<file path="src/rtl/cdc_handshake_src.sv">
// Source side of a 4-phase req/ack handshake carrying one DATA_W word across a clock boundary.
// The word is registered on acceptance and held stable until the destination has seen req drop.
module cdc_handshake_src #(
    parameter int DATA_W      = 32,
    parameter int SYNC_STAGES = 2,     // legal range 2..4
    parameter int TIMEOUT_CYC = 1024   // 0 disables the timeout
) (
    input  logic              clk,
    input  logic              rst,
    input  logic              in_valid,
    input  logic [DATA_W-1:0] in_data,
    output logic              in_ready,
    output logic              req,
    output logic [DATA_W-1:0] data_hold,
    input  logic              ack_async,
    output logic              busy,
    output logic              xfer_done,
    output logic              err_timeout,
    input  logic              err_clr
);
    localparam int               CNT_W   = $clog2(TIMEOUT_CYC) + 1;
    localparam logic [CNT_W-1:0] CNT_MAX = CNT_W'(TIMEOUT_CYC);
    localparam logic             TO_EN   = (TIMEOUT_CYC > 0);

    typedef enum logic [1:0] {IDLE, REQ_HI, REQ_LO} state_t;

    state_t              state_q, state_d;
    logic [SYNC_STAGES-1:0] sync_q;
    logic                ack_s;
    logic                req_q, req_d;
    logic [DATA_W-1:0]   data_q, data_d;
    logic                done_q, done_d;
    logic [CNT_W-1:0]    cnt_q, cnt_d;
    logic                hit_q, hit_d;
    logic                err_q, err_d;

    // ack_async lands directly on the first flop; nothing combinational in front of it
    always_ff @(posedge clk) begin
        if (rst) sync_q <= '0;
        else     sync_q <= {sync_q[SYNC_STAGES-2:0], ack_async};
    end
    assign ack_s = sync_q[SYNC_STAGES-1];

    always_comb begin
        state_d = state_q;
        data_d  = data_q;
        done_d  = 1'b0;
        case (state_q)
            IDLE: begin
                if (in_valid) begin
                    data_d  = in_data;
                    state_d = REQ_HI;
                end
            end
            REQ_HI: if (ack_s) state_d = REQ_LO;
            REQ_LO: begin
                if (!ack_s) begin
                    state_d = IDLE;
                    done_d  = 1'b1;
                end
            end
            default: state_d = IDLE;
        endcase
        req_d = (state_d == REQ_HI);

        cnt_d = cnt_q;
        if (state_d != state_q)
            cnt_d = '0;
        else if (state_q != IDLE && cnt_q != CNT_MAX)
            cnt_d = cnt_q + CNT_W'(1);

        // Fire once when the count first reaches the limit so a cleared flag stays
        // cleared while the counter sits saturated in a long phase.
        hit_d = TO_EN && (cnt_d == CNT_MAX) && (cnt_q != CNT_MAX);

        err_d = err_q;
        if (hit_q)        err_d = 1'b1;
        else if (err_clr) err_d = 1'b0;
    end

    always_ff @(posedge clk) begin
        if (rst) begin
            state_q <= IDLE;
            req_q   <= 1'b0;
            data_q  <= '0;
            done_q  <= 1'b0;
            cnt_q   <= '0;
            hit_q   <= 1'b0;
            err_q   <= 1'b0;
        end else begin
            state_q <= state_d;
            req_q   <= req_d;
            data_q  <= data_d;
            done_q  <= done_d;
            cnt_q   <= cnt_d;
            hit_q   <= hit_d;
            err_q   <= err_d;
        end
    end

    assign in_ready    = (state_q == IDLE);
    assign busy        = (state_q != IDLE);
    assign req         = req_q;
    assign data_hold   = data_q;
    assign xfer_done   = done_q;
    assign err_timeout = err_q;

endmodule

</file>
<file path="config.mk">
export PLATFORM = sky130hd
export DESIGN_NAME = cdc_handshake_src
export DESIGN_NICKNAME = d
export VERILOG_FILES = /design/src/rtl/cdc_handshake_src.sv
export SDC_FILE = /design/constraint.sdc
export NUM_CORES = 1
export LEC_CHECK = 0
export BUFFER_PORTS_ARGS = -buffer_cell sky130_fd_sc_hd__buf_2
export CAP_MARGIN = 10
export CORE_ASPECT_RATIO = 0.5
export CORE_MARGIN = 4
export CORE_UTILIZATION = 35
export CTS_CLUSTER_DIAMETER = 120
export DETAILED_ROUTE_END_ITERATION = 7
export PLACE_DENSITY_LB_ADDON = 0.2
export SYNTH_ARGS = -nofsm -noshare
export SYNTH_HDL_FRONTEND = slang
export SYNTH_SLANG_ARGS = --single-unit
</file>
<file path="constraint.sdc">
create_clock -name clk -period 5.1 [get_ports clk]
set_input_delay 0.51 -clock clk [delete_from_list [all_inputs] [get_ports clk]]
set_output_delay 0.51 -clock clk [all_outputs]
set_load 0.02 [all_outputs]
</file>
==> metrics.md <==
| Metric | Value |
|---|---|
| Layout Nets | `354` |
| PortBufs | `73` |
| Core Util, Final | `47.0%` |
| Antenna violations before repair | `0` |
| HP Class | `input pin to flip-flop` |
| Drt pass-1 iters | `4` |
| Top post-synthesis cells by area | `dfxtp_1 47%, nand2_1 12%, a21oi_1 8.1%` |
| DIE WIDTH | `119 um` |
| Post-synth top cells | `68 x nand2_1, 51 x dfxtp_1, 35 x a21oi_1` |
| Syn Area/Cell | `8.53 um^2` |
| Io pins | `74` |
| RePlAce Congestion | `0.768` |
| Worst-Skew Late Latency | `0.28 ns` |
| Crit Path Class | `flip-flop to flip-flop` |
| Initial Util | `37.8%` |
| Final instance area | `0.00270 mm^2` |
| Power Density | `340 mW/mm^2` |
| Hold Buf Count CTS | `0` |
| FILL cells | `563` |
| Power after layout | `0.917 mW` |
| H-tree depth | `2` |
| Slew HR | `26.9%` |
| CTS Root Cell | `clkbuf_16` |
| Critical path data arrival time | `2.80 ns` |
| Vias in the first global route | `1731` |
| VDD IR-drop max | `0.187 mV` |
| Gr ovfl total | `0` |
| CP required | `5.29 ns` |
| Die Y | `63.6 um` |
| Finish-stage setup viols | `0` |
| Setup Buffers After CTS | `0` |
| Global-route wire length before repair | `7.95 mm` |
| Post-Synthesis Cells | `254` |
| Post-Place Worst Slack | `2.42 ns` |
| Critical Path Source Type | `flip-flop` |
| Register bit total from synthesis | `51` |
| # DRC | `0` |
| Area delta synth->final | `24.4%` |
| Max-slew violations | `0` |
| Std cell rows | `19` |
| Die Area | `0.00759 mm^2` |
| Most common cell in the synthesized netlist | `nand2_1` |
| Routed Wire Length | `4.80 mm` |
| Vias | `1855` |
| DRT iter0 DRCs | `90` |
| Total CTS buffers | `5` |
| Ys Warns | `0` |
| Post-synth EDFFs | `0` |
| Post-DP HPWL | `3.44 mm` |
| Placed Area | `0.00251 mm^2` |
| Final hold vios | `0` |
| Total leakage power | `1.19 nW` |
| Setup TNS | `0 ns` |
| Tightest Pin Transition | `1.10 ns` |
| CP Capture Type | `flip-flop` |
| RSZ-0062 raised after global routing | `false` |
| Register area share after synthesis | `47.1%` |
| Clock Skews | `0.00717 ns` |
| FMAX | `383 MHz` |
| Final min period | `2.61 ns` |
| Leading area contributor after synthesis | `dfxtp_1` |
| Crit share post-route | `51.1%` |
| Crit path max fanout | `33` |
| Resize count post-CTS | `0` |
| Net Count, Synth | `293` |
| Final ANT Viol Nets | `0` |
| Post-synth top flop | `dfxtp_1` |
| CTS Buffer Depth | `2` |
| Max cap viols | `0` |
| Largest net degree at the start of global routing | `41` |
| Netlist cell types | `42` |
| Clk slew on worst S/H paths | `0.07 ns` |
| Core Footprint | `0.00573 mm^2` |
| Mapped Area | `0.00217 mm^2` |
| Status | `finished clean` |
| Share of layout cells above drive strength 1 | `29.7%` |
| CTS sink count | `51` |
| Overall Global Routing Usage | `12.6%` |
| Post-synth top area share | `47.1%` |
| TritonCTS clock tree | `built` |
| Via/cell ratio | `4.64` |
| Ys async rst share | `0%` |
| Post-detailed-route wirelength per cell | `12.0 um` |
| Final WS setup | `2.49 ns` |
| Antenna Cells | `0` |
-- kinds of logic (layout without fill, tap and decap cells) --
kind of cell               count (synthesis)  count (layout)  share of synthesized area [%]
buffers and inverters                     26              88                           7.05
AOI/OAI and AO/OA                         42              42                           11.5
DFF                                       51              51                           47.1
and+or+nand+nor                          117             117                           26.5
adders and majority gates                  2               2                           1.16
xor gates and xnor gates                  13              13                           5.26
muxes                                      3               3                           1.39
-- layer usage --
layer  vias to the layer above  routed length, um  part of all wire (%)  track usage [%]
li1                        961                  -                     -                -
met1                       841               2140                    45             15.2
met2                        49               2300                    48             22.2
met3                         4                331                   6.9             4.11
met4                         0                 23                  0.48             2.16
met5                         -                  0                     0                0
-- path summary, 6_finish.rpt --
check	from	to	slack, ns	depth (start not counted)
setup / recovery	state_q[1]$_SDFF_PP0_	hit_q$_SDFF_PP0_	2.49	5
setup reg to reg	state_q[1]$_SDFF_PP0_	hit_q$_SDFF_PP0_	2.49	5
hold / removal	ack_async	sync_q[0]$_SDFF_PP0_	0.44	2
hold reg to reg	data_hold[25]$_SDFFE_PP0P_	data_hold[25]$_SDFFE_PP0P_	0.45	2
-- where the power goes --
part | internal, mW | leakage, nW | switching (mW)
combinational | 0.0418 | 0.692 | 0.0689
clock | 0.233 | 0.0804 | 0.145
sequential | 0.416 | 0.417 | 0.0121
-- critical path, stage by stage (launching register included) --
cell and delay (ns):
dfxtp_1 0.55, or3b_1 0.91, nand2_1 0.23, or2_2 0.45
nor2_1 0.15, nor4b_2 0.21
-- sequential cells by signal (all words and copies together), names as in the netlist --
name         cells
sync_q           2
xfer_done        1
data_hold       32
hit_q            1
req              1
err_timeout      1
state_q          2
cnt_q           11
-- metrics by stage --
| stage | hold slack [ns] | cells |
|---|---|---|
| 6_report | 0.438 | 400 |
| 2_1_floorplan | 0.413 | 254 |
| 3_5_place_dp | 0.425 | 391 |
| 4_1_cts | 0.433 | 399 |
| 5_1_grt | 0.440 | 400 |
| 3_3_place_gp | 0.424 | 391 |
-- area by class of cell --
type | instances | area [um^2] | area share (%)
well taps | 84 | 105 | 3.90
repair buffers | 74 | 380 | 14.1
clock inverters | 3 | 46.3 | 1.72
flip-flops and latches | 51 | 1020 | 37.9
clock buffers | 5 | 125 | 4.64
inverters | 6 | 25.0 | 0.929
multi-input cells | 177 | 992 | 36.8
-- placed cells by master, fill, tap and decap left out, drive strengths merged, types with 3 or more instances in the layout --
cell type	count
a21oi	35
nor4b	3
dfxtp	51
xor2	7
nor3	6
clkbuf	5
nor2	17
mux2i	3
nand4	5
buf	74
a31oi	3
inv	7
nand2	68
xnor2	6
nand3	5
Note: power is estimated with default switching activity, not from simulation.
